--- src/rtl/hpu_axil_pkg.sv ---
// Shared definitions for the HPU AXI4-Lite control-plane register file:
// bus widths, AXI response codes, slave FSM state encoding and the
// byte-strobe merge helper used by every control register.
package hpu_axil_pkg;

  localparam int unsigned DATA_W = 32;
  localparam int unsigned STRB_W = DATA_W / 8;

  typedef logic [1:0] resp_t;

  localparam resp_t RESP_OKAY   = 2'b00;
  localparam resp_t RESP_SLVERR = 2'b10;
  localparam resp_t RESP_DECERR = 2'b11;

  // StAw: address held, waiting for data. StW: data held, waiting for address.
  // StWc: write commit. StRd: read fetch. StR: read data presented.
  typedef enum logic [2:0] {
    StIdle,
    StAw,
    StW,
    StWc,
    StB,
    StRd,
    StR
  } state_e;

  // Replace the bytes of old_val whose strobe bit is set with those of new_val.
  function automatic logic [DATA_W-1:0] strb_merge(input logic [DATA_W-1:0] old_val,
                                                   input logic [DATA_W-1:0] new_val,
                                                   input logic [STRB_W-1:0] strb);
    logic [DATA_W-1:0] res;
    res = old_val;
    for (int b = 0; b < int'(STRB_W); b++) begin
      if (strb[b]) begin
        res[8*b +: 8] = new_val[8*b +: 8];
      end
    end
    return res;
  endfunction

endpackage

--- src/rtl/axil_regfile_if.sv ---
// AXI4-Lite bus bundle (32-bit data, 4-bit strobe) for the register file.
//   master modport: drives addresses, write data, strobes, valids and
//                   response readies.
//   slave modport:  drives address/data readies, BRESP/BVALID and
//                   RDATA/RRESP/RVALID.
interface axil_regfile_if #(
  parameter int unsigned ADDR_W = 12
);
  import hpu_axil_pkg::*;

  logic [ADDR_W-1:0] awaddr;
  logic              awvalid;
  logic              awready;
  logic [DATA_W-1:0] wdata;
  logic [STRB_W-1:0] wstrb;
  logic              wvalid;
  logic              wready;
  resp_t             bresp;
  logic              bvalid;
  logic              bready;
  logic [ADDR_W-1:0] araddr;
  logic              arvalid;
  logic              arready;
  logic [DATA_W-1:0] rdata;
  resp_t             rresp;
  logic              rvalid;
  logic              rready;

  modport master (
    output awaddr, awvalid, wdata, wstrb, wvalid, bready, araddr, arvalid, rready,
    input  awready, wready, bresp, bvalid, arready, rdata, rresp, rvalid
  );

  modport slave (
    input  awaddr, awvalid, wdata, wstrb, wvalid, bready, araddr, arvalid, rready,
    output awready, wready, bresp, bvalid, arready, rdata, rresp, rvalid
  );

endinterface

--- src/rtl/hpu_ctrl_reg.sv ---
// One 32-bit control register with byte-strobe merge, self-clearing pulse
// bits and a one-cycle write strobe.
//   clk_i, rst_ni : clock, asynchronous active-low reset
//   wr_en_i       : commit wdata_i under wstrb_i this cycle
//   wdata_i       : write data
//   wstrb_i       : byte strobes
//   q_o           : register contents
//   we_o          : high for the cycle after a commit
module hpu_ctrl_reg
  import hpu_axil_pkg::*;
#(
  parameter logic [DATA_W-1:0] PULSE_MASK = '0
) (
  input  logic              clk_i,
  input  logic              rst_ni,
  input  logic              wr_en_i,
  input  logic [DATA_W-1:0] wdata_i,
  input  logic [STRB_W-1:0] wstrb_i,
  output logic [DATA_W-1:0] q_o,
  output logic              we_o
);

  logic [DATA_W-1:0] q_d, q_q;
  logic              we_d, we_q;

  always_comb begin
    // Pulse bits live for exactly one cycle, then drop unless rewritten.
    q_d = q_q & ~PULSE_MASK;
    if (wr_en_i) begin
      q_d = strb_merge(q_d, wdata_i, wstrb_i);
    end
    // Strobe fires even when no byte lane is enabled.
    we_d = wr_en_i;
  end

  always_ff @(posedge clk_i or negedge rst_ni) begin
    if (!rst_ni) begin
      q_q  <= '0;
      we_q <= 1'b0;
    end else begin
      q_q  <= q_d;
      we_q <= we_d;
    end
  end

  assign q_o  = q_q;
  assign we_o = we_q;

endmodule

--- src/rtl/axil_regfile.sv ---
// AXI4-Lite slave register file for the HPU control plane.
//   S_AXI_ACLK    : sole clock
//   S_AXI_ARESETN : asynchronous active-low reset
//   s_axi         : AXI4-Lite slave bus
//   ctrl_o        : NUM_CTRL control words, register k at [32k+31:32k]
//   ctrl_we_o     : bit k high for one cycle after register k is written
//   stat_i        : NUM_STAT status words, sampled in the read fetch cycle
// Word index = address[ADDR_W-1:2]. Indices below NUM_CTRL are read/write,
// the next NUM_STAT are read-only (writes get SLVERR), anything else DECERR.
module axil_regfile
  import hpu_axil_pkg::*;
#(
  parameter int unsigned       NUM_CTRL   = 4,
  parameter int unsigned       NUM_STAT   = 4,
  parameter int unsigned       ADDR_W     = 12,
  parameter logic [DATA_W-1:0] PULSE_MASK = '0
) (
  input  logic                                               S_AXI_ACLK,
  input  logic                                               S_AXI_ARESETN,
  axil_regfile_if.slave                                      s_axi,
  output logic [DATA_W*NUM_CTRL-1:0]                         ctrl_o,
  output logic [NUM_CTRL-1:0]                                ctrl_we_o,
  input  logic [DATA_W*((NUM_STAT > 0) ? NUM_STAT : 1)-1:0]  stat_i
);

  localparam int unsigned            IDX_W     = ADDR_W - 2;
  localparam logic [IDX_W-1:0]       CTRL_LIM  = IDX_W'(NUM_CTRL);
  localparam logic [IDX_W-1:0]       TOTAL_LIM = IDX_W'(NUM_CTRL + NUM_STAT);

  state_e            state_d, state_q;
  logic [IDX_W-1:0]  addr_d, addr_q;
  logic [DATA_W-1:0] wdata_d, wdata_q;
  logic [STRB_W-1:0] wstrb_d, wstrb_q;
  resp_t             bresp_d, bresp_q;
  logic              bvalid_d, bvalid_q;
  logic [DATA_W-1:0] rdata_d, rdata_q;
  resp_t             rresp_d, rresp_q;
  logic              rvalid_d, rvalid_q;

  logic              ctrl_hit, stat_hit;
  logic [DATA_W-1:0] rd_val;
  logic [NUM_CTRL-1:0] wr_en;

  // Byte-offset bits carry no information on a word-only bus.
  logic unused_addr_lsb;
  assign unused_addr_lsb = ^{s_axi.awaddr[1:0], s_axi.araddr[1:0]};

  assign ctrl_hit = (addr_q < CTRL_LIM);
  assign stat_hit = !ctrl_hit && (addr_q < TOTAL_LIM);

  // Ready rules: a pending write request in IDLE blocks the read address.
  assign s_axi.awready = (state_q == StIdle) || (state_q == StW);
  assign s_axi.wready  = (state_q == StIdle) || (state_q == StAw);
  assign s_axi.arready = (state_q == StIdle) && !s_axi.awvalid && !s_axi.wvalid;

  assign s_axi.bresp  = bresp_q;
  assign s_axi.bvalid = bvalid_q;
  assign s_axi.rdata  = rdata_q;
  assign s_axi.rresp  = rresp_q;
  assign s_axi.rvalid = rvalid_q;

  always_comb begin
    for (int k = 0; k < int'(NUM_CTRL); k++) begin
      wr_en[k] = (state_q == StWc) && (addr_q == IDX_W'(k));
    end
  end

  always_comb begin
    rd_val = '0;
    for (int k = 0; k < int'(NUM_CTRL); k++) begin
      if (addr_q == IDX_W'(k)) begin
        rd_val = ctrl_o[DATA_W*k +: DATA_W];
      end
    end
    for (int k = 0; k < int'(NUM_STAT); k++) begin
      if (addr_q == IDX_W'(int'(NUM_CTRL) + k)) begin
        rd_val = stat_i[DATA_W*k +: DATA_W];
      end
    end
  end

  always_comb begin
    state_d  = state_q;
    addr_d   = addr_q;
    wdata_d  = wdata_q;
    wstrb_d  = wstrb_q;
    bresp_d  = bresp_q;
    bvalid_d = bvalid_q;
    rdata_d  = rdata_q;
    rresp_d  = rresp_q;
    rvalid_d = rvalid_q;

    unique case (state_q)
      StIdle: begin
        if (s_axi.awvalid && s_axi.wvalid) begin
          addr_d  = s_axi.awaddr[ADDR_W-1:2];
          wdata_d = s_axi.wdata;
          wstrb_d = s_axi.wstrb;
          state_d = StWc;
        end else if (s_axi.awvalid) begin
          addr_d  = s_axi.awaddr[ADDR_W-1:2];
          state_d = StAw;
        end else if (s_axi.wvalid) begin
          wdata_d = s_axi.wdata;
          wstrb_d = s_axi.wstrb;
          state_d = StW;
        end else if (s_axi.arvalid) begin
          addr_d  = s_axi.araddr[ADDR_W-1:2];
          state_d = StRd;
        end
      end
      StAw: begin
        if (s_axi.wvalid) begin
          wdata_d = s_axi.wdata;
          wstrb_d = s_axi.wstrb;
          state_d = StWc;
        end
      end
      StW: begin
        if (s_axi.awvalid) begin
          addr_d  = s_axi.awaddr[ADDR_W-1:2];
          state_d = StWc;
        end
      end
      StWc: begin
        // The register update itself happens in hpu_ctrl_reg via wr_en.
        bvalid_d = 1'b1;
        bresp_d  = ctrl_hit ? RESP_OKAY : (stat_hit ? RESP_SLVERR : RESP_DECERR);
        state_d  = StB;
      end
      StB: begin
        if (s_axi.bready) begin
          bvalid_d = 1'b0;
          state_d  = StIdle;
        end
      end
      StRd: begin
        rvalid_d = 1'b1;
        rdata_d  = rd_val;
        rresp_d  = (ctrl_hit || stat_hit) ? RESP_OKAY : RESP_DECERR;
        state_d  = StR;
      end
      StR: begin
        if (s_axi.rready) begin
          rvalid_d = 1'b0;
          state_d  = StIdle;
        end
      end
      default: state_d = StIdle;
    endcase
  end

  always_ff @(posedge S_AXI_ACLK or negedge S_AXI_ARESETN) begin
    if (!S_AXI_ARESETN) begin
      state_q  <= StIdle;
      addr_q   <= '0;
      wdata_q  <= '0;
      wstrb_q  <= '0;
      bresp_q  <= RESP_OKAY;
      bvalid_q <= 1'b0;
      rdata_q  <= '0;
      rresp_q  <= RESP_OKAY;
      rvalid_q <= 1'b0;
    end else begin
      state_q  <= state_d;
      addr_q   <= addr_d;
      wdata_q  <= wdata_d;
      wstrb_q  <= wstrb_d;
      bresp_q  <= bresp_d;
      bvalid_q <= bvalid_d;
      rdata_q  <= rdata_d;
      rresp_q  <= rresp_d;
      rvalid_q <= rvalid_d;
    end
  end

  for (genvar k = 0; k < int'(NUM_CTRL); k++) begin : g_ctrl
    hpu_ctrl_reg #(
      .PULSE_MASK((k == 0) ? PULSE_MASK : '0)
    ) u_ctrl_reg (
      .clk_i   (S_AXI_ACLK),
      .rst_ni  (S_AXI_ARESETN),
      .wr_en_i (wr_en[k]),
      .wdata_i (wdata_q),
      .wstrb_i (wstrb_q),
      .q_o     (ctrl_o[DATA_W*k +: DATA_W]),
      .we_o    (ctrl_we_o[k])
    );
  end

endmodule

--- src/flat_wrapper.sv ---
// flat-port wrapper written by rule: the top's interface ports become plain ports
module axil_regfile_flat import hpu_axil_pkg::*;
#(
  parameter int unsigned       NUM_CTRL   = 4,
  parameter int unsigned       NUM_STAT   = 4,
  parameter int unsigned       ADDR_W     = 12,
  parameter logic [DATA_W-1:0] PULSE_MASK = '0
)
  (S_AXI_ACLK, S_AXI_ARESETN, ctrl_o, ctrl_we_o, stat_i, s_axi_awaddr, s_axi_awvalid, s_axi_wdata, s_axi_wstrb, s_axi_wvalid, s_axi_bready, s_axi_araddr, s_axi_arvalid, s_axi_rready, s_axi_awready, s_axi_wready, s_axi_bresp, s_axi_bvalid, s_axi_arready, s_axi_rdata, s_axi_rresp, s_axi_rvalid);
  axil_regfile_if #(.ADDR_W(ADDR_W)) s_axi_i ();
  input  logic S_AXI_ACLK;
  input  logic S_AXI_ARESETN;
  output logic [DATA_W*NUM_CTRL-1:0] ctrl_o;
  output logic [NUM_CTRL-1:0] ctrl_we_o;
  input  logic [DATA_W*((NUM_STAT > 0) ? NUM_STAT : 1)-1:0] stat_i;
  input wire logic [$bits(s_axi_i.awaddr)-1:0] s_axi_awaddr;
  input wire logic [$bits(s_axi_i.awvalid)-1:0] s_axi_awvalid;
  input wire logic [$bits(s_axi_i.wdata)-1:0] s_axi_wdata;
  input wire logic [$bits(s_axi_i.wstrb)-1:0] s_axi_wstrb;
  input wire logic [$bits(s_axi_i.wvalid)-1:0] s_axi_wvalid;
  input wire logic [$bits(s_axi_i.bready)-1:0] s_axi_bready;
  input wire logic [$bits(s_axi_i.araddr)-1:0] s_axi_araddr;
  input wire logic [$bits(s_axi_i.arvalid)-1:0] s_axi_arvalid;
  input wire logic [$bits(s_axi_i.rready)-1:0] s_axi_rready;
  output wire logic [$bits(s_axi_i.awready)-1:0] s_axi_awready;
  output wire logic [$bits(s_axi_i.wready)-1:0] s_axi_wready;
  output wire logic [$bits(s_axi_i.bresp)-1:0] s_axi_bresp;
  output wire logic [$bits(s_axi_i.bvalid)-1:0] s_axi_bvalid;
  output wire logic [$bits(s_axi_i.arready)-1:0] s_axi_arready;
  output wire logic [$bits(s_axi_i.rdata)-1:0] s_axi_rdata;
  output wire logic [$bits(s_axi_i.rresp)-1:0] s_axi_rresp;
  output wire logic [$bits(s_axi_i.rvalid)-1:0] s_axi_rvalid;
  assign s_axi_i.awaddr = s_axi_awaddr;
  assign s_axi_i.awvalid = s_axi_awvalid;
  assign s_axi_i.wdata = s_axi_wdata;
  assign s_axi_i.wstrb = s_axi_wstrb;
  assign s_axi_i.wvalid = s_axi_wvalid;
  assign s_axi_i.bready = s_axi_bready;
  assign s_axi_i.araddr = s_axi_araddr;
  assign s_axi_i.arvalid = s_axi_arvalid;
  assign s_axi_i.rready = s_axi_rready;
  assign s_axi_awready = s_axi_i.awready;
  assign s_axi_wready = s_axi_i.wready;
  assign s_axi_bresp = s_axi_i.bresp;
  assign s_axi_bvalid = s_axi_i.bvalid;
  assign s_axi_arready = s_axi_i.arready;
  assign s_axi_rdata = s_axi_i.rdata;
  assign s_axi_rresp = s_axi_i.rresp;
  assign s_axi_rvalid = s_axi_i.rvalid;
  axil_regfile #(.NUM_CTRL(NUM_CTRL), .NUM_STAT(NUM_STAT), .ADDR_W(ADDR_W), .PULSE_MASK(PULSE_MASK)) u_core (.S_AXI_ACLK(S_AXI_ACLK), .S_AXI_ARESETN(S_AXI_ARESETN), .s_axi(s_axi_i), .ctrl_o(ctrl_o), .ctrl_we_o(ctrl_we_o), .stat_i(stat_i));
endmodule
--- config.mk ---
export PLATFORM = sky130hd
export DESIGN_NAME = axil_regfile_flat
export DESIGN_NICKNAME = d
export VERILOG_FILES = /design/src/rtl/hpu_axil_pkg.sv /design/src/rtl/axil_regfile_if.sv /design/src/rtl/hpu_ctrl_reg.sv /design/src/rtl/axil_regfile.sv /design/src/flat_wrapper.sv
export SDC_FILE = /design/constraint.sdc
export NUM_CORES = 1
export LEC_CHECK = 0
export BUFFER_PORTS_ARGS = -buffer_cell sky130_fd_sc_hd__clkbuf_2
export CAP_MARGIN = 40
export CORE_ASPECT_RATIO = 1.25
export CORE_UTILIZATION = 46
export DETAILED_ROUTE_END_ITERATION = 16
export GPL_TIMING_DRIVEN = 0
export PLACE_DENSITY = 0.83
export SLEW_MARGIN = 5
export SYNTH_ARGS = -nofsm -noshare
export SYNTH_HDL_FRONTEND = slang
export SYNTH_SLANG_ARGS = --single-unit
export TNS_END_PERCENT = 30
--- constraint.sdc ---
create_clock -name S_AXI_ACLK -period 1.97 [get_ports S_AXI_ACLK]
set_input_delay 0.4925 -clock S_AXI_ACLK [delete_from_list [all_inputs] [get_ports S_AXI_ACLK]]
set_output_delay 0.4925 -clock S_AXI_ACLK [all_outputs]
set_load 0.005 [all_outputs]
Word-level counts from Yosys, hierarchy flattened
Index checks and enable logic that the tools add are counted.
{ "word_totals": {"in_bits": 195, "out_inout_bits": 173, "elab_cells": 131, "register_bits": 219} }
{ "op_classes": {"n_eq_ne": 21, "magnitude_cmp": 2, "mux": 38, "n_reduce_logical": 41} }
{ "op_table": {"columns": ["cell", "count"], "rows": [
  ["$mux W32", 11],
  ["$pmux W32 S2", 1],
  ["$mux W10", 5],
  ["$eq A10 B3 Y1 const B", 4],
  ["$reduce_and A2 Y1", 19],
  ["$mux W3", 8],
  ["$pmux W3 S7", 1],
  ["$eq A10 B2 Y1 const B", 2],
  ["$pmux W10 S2", 1],
  ["$mux W4", 3],
  ["$eq A10 B1 Y1 const B", 1],
  ["$logic_not A10 Y1", 1],
  ["$lt A10 B3 Y1 const B", 1],
  ["$lt A10 B4 Y1 const B", 1],
  ["$eq A3 B3 Y1 const B", 3],
  ["$logic_and A1 B1 Y1", 8],
  ["$ne A2 B2 Y1 const B", 4],
  ["$ne A4 B4 Y1 const B", 2],
  ["$pmux W4 S2", 1],
  ["$reduce_bool A2 Y1", 4],
  ["$eq A3 B2 Y1 const B", 2],
  ["$ne A5 B5 Y1 const B", 1],
  ["$reduce_and A5 Y1", 1],
  ["$mux W2", 2],
  ["other kinds (8)", 15]
]} }

Longest topological paths before layout
{ "depth": {"word_depth": 9, "ltp_mapped": 7, "ltp_nobuf": 4} }

Cells and area by module
Synthesis repeated with hierarchy kept, for this count alone.
{ "hier_totals": {"hier_cells": 846, "hier_area_um2": 10543.9} }
{ "modules_own_cells": {"columns": ["mod", "seq_area_each_um2", "cells_each", "instances", "area_per_inst_um2"], "rows": [
  ["axil_regfile", 2152.1, 570, 1, 5699.2],
  ["hpu_ctrl_reg", 825.8, 69, 4, 1211.2]
]} }

Worst setup path before layout
OpenSTA, ideal clock, no wires.
{ "synth_path": {"kind": "register to register", "startpoint": "reg u_core.addr_q[7]", "endpoint": "reg u_core.g_ctrl[1].u_ctrl_reg.q_q[0]", "synth_period_minus_slack_ns": 2.072, "setup_ns": 0.125, "path_stages_with_launch": 7, "n_path_buf": 2, "required_time_ns": 1.845, "t_arrival_ns": 1.947, "path_slack_ns": -0.102, "cell_sequence": "dfrtp_1 or4_1 clkbuf_1 nor4_1 buf_4 nand3_4 mux2_2"} }
{ "synth_between": {"elab_chain_len": 3} }
{ "synth_lines": {"columns": ["element", "line", "text"], "rows": [
  ["start: declaration", "axil_regfile.sv:31", "logic [IDX_W-1:0] addr_d, addr_q;"],
  ["start signal: assignment", "axil_regfile.sv:166", "addr_q <= addr_d;"],
  ["$eq A10 B1 Y1", "axil_regfile.sv:64", "wr_en[k] = (state_q == StWc) && (addr_q == IDX_W'(k));"],
  ["$logic_and A1 B1 Y1", "axil_regfile.sv:64", null],
  ["$reduce_and A2 Y1 (no line)", null, null],
  ["end signal: assignment", "hpu_ctrl_reg.sv:41", "q_q <= q_d;"],
  ["end: declaration", "hpu_ctrl_reg.sv:23", "logic [DATA_W-1:0] q_d, q_q;"]
]} }
No other way between the ends.
A chain may end at the register's enable or synchronous reset.

Worst setup path in the final report
{ "layout_path": {"startpoint": "reg u_core.addr_q[7]", "endpoint": "reg u_core.g_ctrl[3].u_ctrl_reg.q_q[5]"} }
{ "layout_between": {"elab_chain_len": 3} }
{ "layout_lines": {"columns": ["element", "line", "text"], "rows": [
  ["$eq A10 B2 Y1", "axil_regfile.sv:64", null],
  ["$logic_and A1 B1 Y1", "axil_regfile.sv:64", null],
  ["named net u_core.g_ctrl[3].u_ctrl_reg.wr_en_i", "hpu_ctrl_reg.sv:16", "input logic wr_en_i,"],
  ["$reduce_and A2 Y1 (no line)", null, null],
  ["end signal: assignment", "hpu_ctrl_reg.sv:41", null],
  ["end: declaration", "hpu_ctrl_reg.sv:23", null]
]} }
The timed path passes the listed nets, and every way through them passes these cells.

==> out/metrics.csv <==
metric,value,unit
status,"complete, but fails checks",
violations,negative setup slack,
first_pass_iters,5,
final_nets,1489,
syn_nets,1080,
timing.final.crit_share,113.0,%
vdd_ir_drop_max,1181,uV
syn_area,10580,um2
synth_compound_area_share,11.14,%
fmax,449.1,MHz
dpl_cell_area,12910,um2
fin_ws,-256.8,ps
synthMuxAreaShare,25.38,%
crit_type,reg2reg,
drtAntennaViolNets,0,
routed_wl,41.34,mm
cts_root_buffer,clkbuf_16,
grt_max_degree,106,
syn-instance-count,885,
synth_area_leaders,"dfrtp_1 52%, mux2_2 17%, mux4_2 4.9%",
cts_buffers,22,
fin_util,63.50,%
finalPower,18.88,mW
cts_tree,built,
pre_cts_ws,-888.7,ps
antenna_found_initial,2,
p_leak,7.007,nW
dieArea,23610,um2
htree_levels,1,
ys_ff_latch,218,
dpl.cell_count,1540,
design.portCount,368,
synth_cell_types,40,
die_y,171.6,um
drtIter0Drc,697,
synth_top_family_by_area,multiplexers,
grt_pass1_wl,58.58,mm
yosysTopAreaCellShare,51.57,%
yosys.area_share.adder,0,%
vias_per_cell,5.964,
slew_headroom,41.20,%
vias,9494,
maxCapViolations,0,
ys_seq_area_share,51.57,%
yosys_warnings,0,
hold_path.class,in2reg,
drv_slew,0,
clock-sinks,218,
rsz0062_at_grt,yes,
wire_per_inst,25.97,um
die_w,137.6,um
synth_area_per_cell,11.95,um2
dp.final_hpwl,29.52,mm
period_needed,2227,ps
synthSimpleGateAreaFrac,7.676,%
end_kind,flip-flop,
insertion_delay,510,ps
rows,61,
worst_pin_slew,882.0,ps
synth_top_flop_cell,dfrtp_1,
setup_viol,152,
clkTransAtPathRegs,70,ps
initial_core_util,47.15,%
grt_usage,34.93,%
tns,-28090,ps
gp_congestion,0.8695,
final_cell_mix,"376 x clkbuf_2, 215 x dfrtp_1, 160 x mux2_2",
critPathMaxStageDelay,540,ps
cts_buffer_depth,3,
path_cells,"or4_4, buf_8, nor4_4, buf_4, nand2_4, mux2_1",
whs,209.3,ps
synth_edf_count,0,
skew,13.59,ps
synthArstFlopShare,100.0,%
mostFrequentLayoutCell,clkbuf_2,
required,2360,ps
grt_pass1_vias,9651,
power_density,1325,nW/um2
syn_to_final_growth,34.69,%
drive_above_1_share,54.05,%
grt-ovfl-total,0,
hold_violations,0,
design_area,14250,um2
cpMaxStageDelayCell,or4_4,
drc,0,
critPathLaunchType,flip-flop,
synth_top_cell_by_area,dfrtp_1,
crit_path_max_fanout,8,
cp.arrival,2620,ps
final_cells,1592,
core_area,22440,um2
yosys.area_share.xor_xnor,0,%
portBuffers,363,
-- final cells by class --
| type | instances | area [um2] |
|---|---|---|
| Multi-Input combinational cell | 554 | 4918 |
| Sequential cell | 218 | 5459 |
| Clock inverter | 10 | 121.4 |
| Tap cell | 283 | 354.1 |
| Fill cell | 1739 | 8190 |
| Inverter | 42 | 157.7 |
| Timing Repair Buffer | 389 | 2152 |
| Clock buffer | 28 | 624.3 |
| Antenna cell | 1 | 2.502 |
| Buffer | 67 | 459.2 |
-- report_power, final --
part / internal (mW) / total, mW / leakage [nW] / switching (mW)
Combinational: 3.26 / 7.75 / 3.76 / 4.49
Sequential: 5.62 / 6.75 / 2.90 / 1.13
Clock: 2.52 / 4.38 / 0.353 / 1.86
Total: 11.4 / 18.9 / 7.01 / 7.47
-- worst max-delay path: cells and delay by family, from the launching register on --
kind	cells	cell delay, ps
flops	1	380
buf+inv	2	380
simple gates	3	970
mux	1	370
-- cell families after synthesis --
kind of cell / after synthesis
DFF: 218
AOI/OAI and AO/OA: 195
buffers and inverters: 113
muxes: 219
and+or+nand+nor: 140
-- metal layers --
metal / vias to the layer above / track usage [%] / wire length [um]
met5: - / 0 / 12
met4: 2 / 18.78 / 2192
met3: 144 / 7.515 / 3380
met2: 580 / 57.42 / 19930
met1: 4723 / 42.64 / 15820
li1: 4045 / - / -
-- cell usage after synthesis, types with 8 or more instances --
cell	n
dfrtp_1	218
mux2_2	161
o21ai_0	100
clkbuf_1	52
nand2_1	50
inv_1	42
mux2i_1	32
a21oi_1	29
nor2_1	27
mux4_2	23
o32ai_1	20
nand2b_1	13
a32oi_1	12
buf_1	12
nand3_1	12
a22oi_1	10
o211ai_1	10
a211oi_1	9
nand3_4	8
-- repair_timing --
item,in CTS,in global routing
hold buffers,1,0
pin swaps,24,4
gates resized for setup,116,41
setup buffers,12,2
gates cloned,2,0
endpoints found under the setup margin,196,193
hold endpoints to repair,24,0
-- path summary, 6_finish.rpt --
path,depth (start not counted),slack [ps],end,start
min in group asynchronous,2,440,u_core.g_ctrl[0].u_ctrl_reg.q_o[31],S_AXI_ARESETN
hold / removal,2,210,flip-flop,s_axi_wdata[2]
max in group asynchronous,3,720,async pin,S_AXI_ARESETN
setup reg to reg,6,-260,u_core.g_ctrl[3].u_ctrl_reg.q_o[5],u_core.addr_q[7]
setup / recovery,6,-260,u_core.g_ctrl[3].u_ctrl_reg.q_o[5],u_core.addr_q[7]
hold reg to reg,2,490,u_core.s_axi.bresp[0],u_core.s_axi.bresp[0]
No activity file was read; power rests on OpenSTA's default activity.
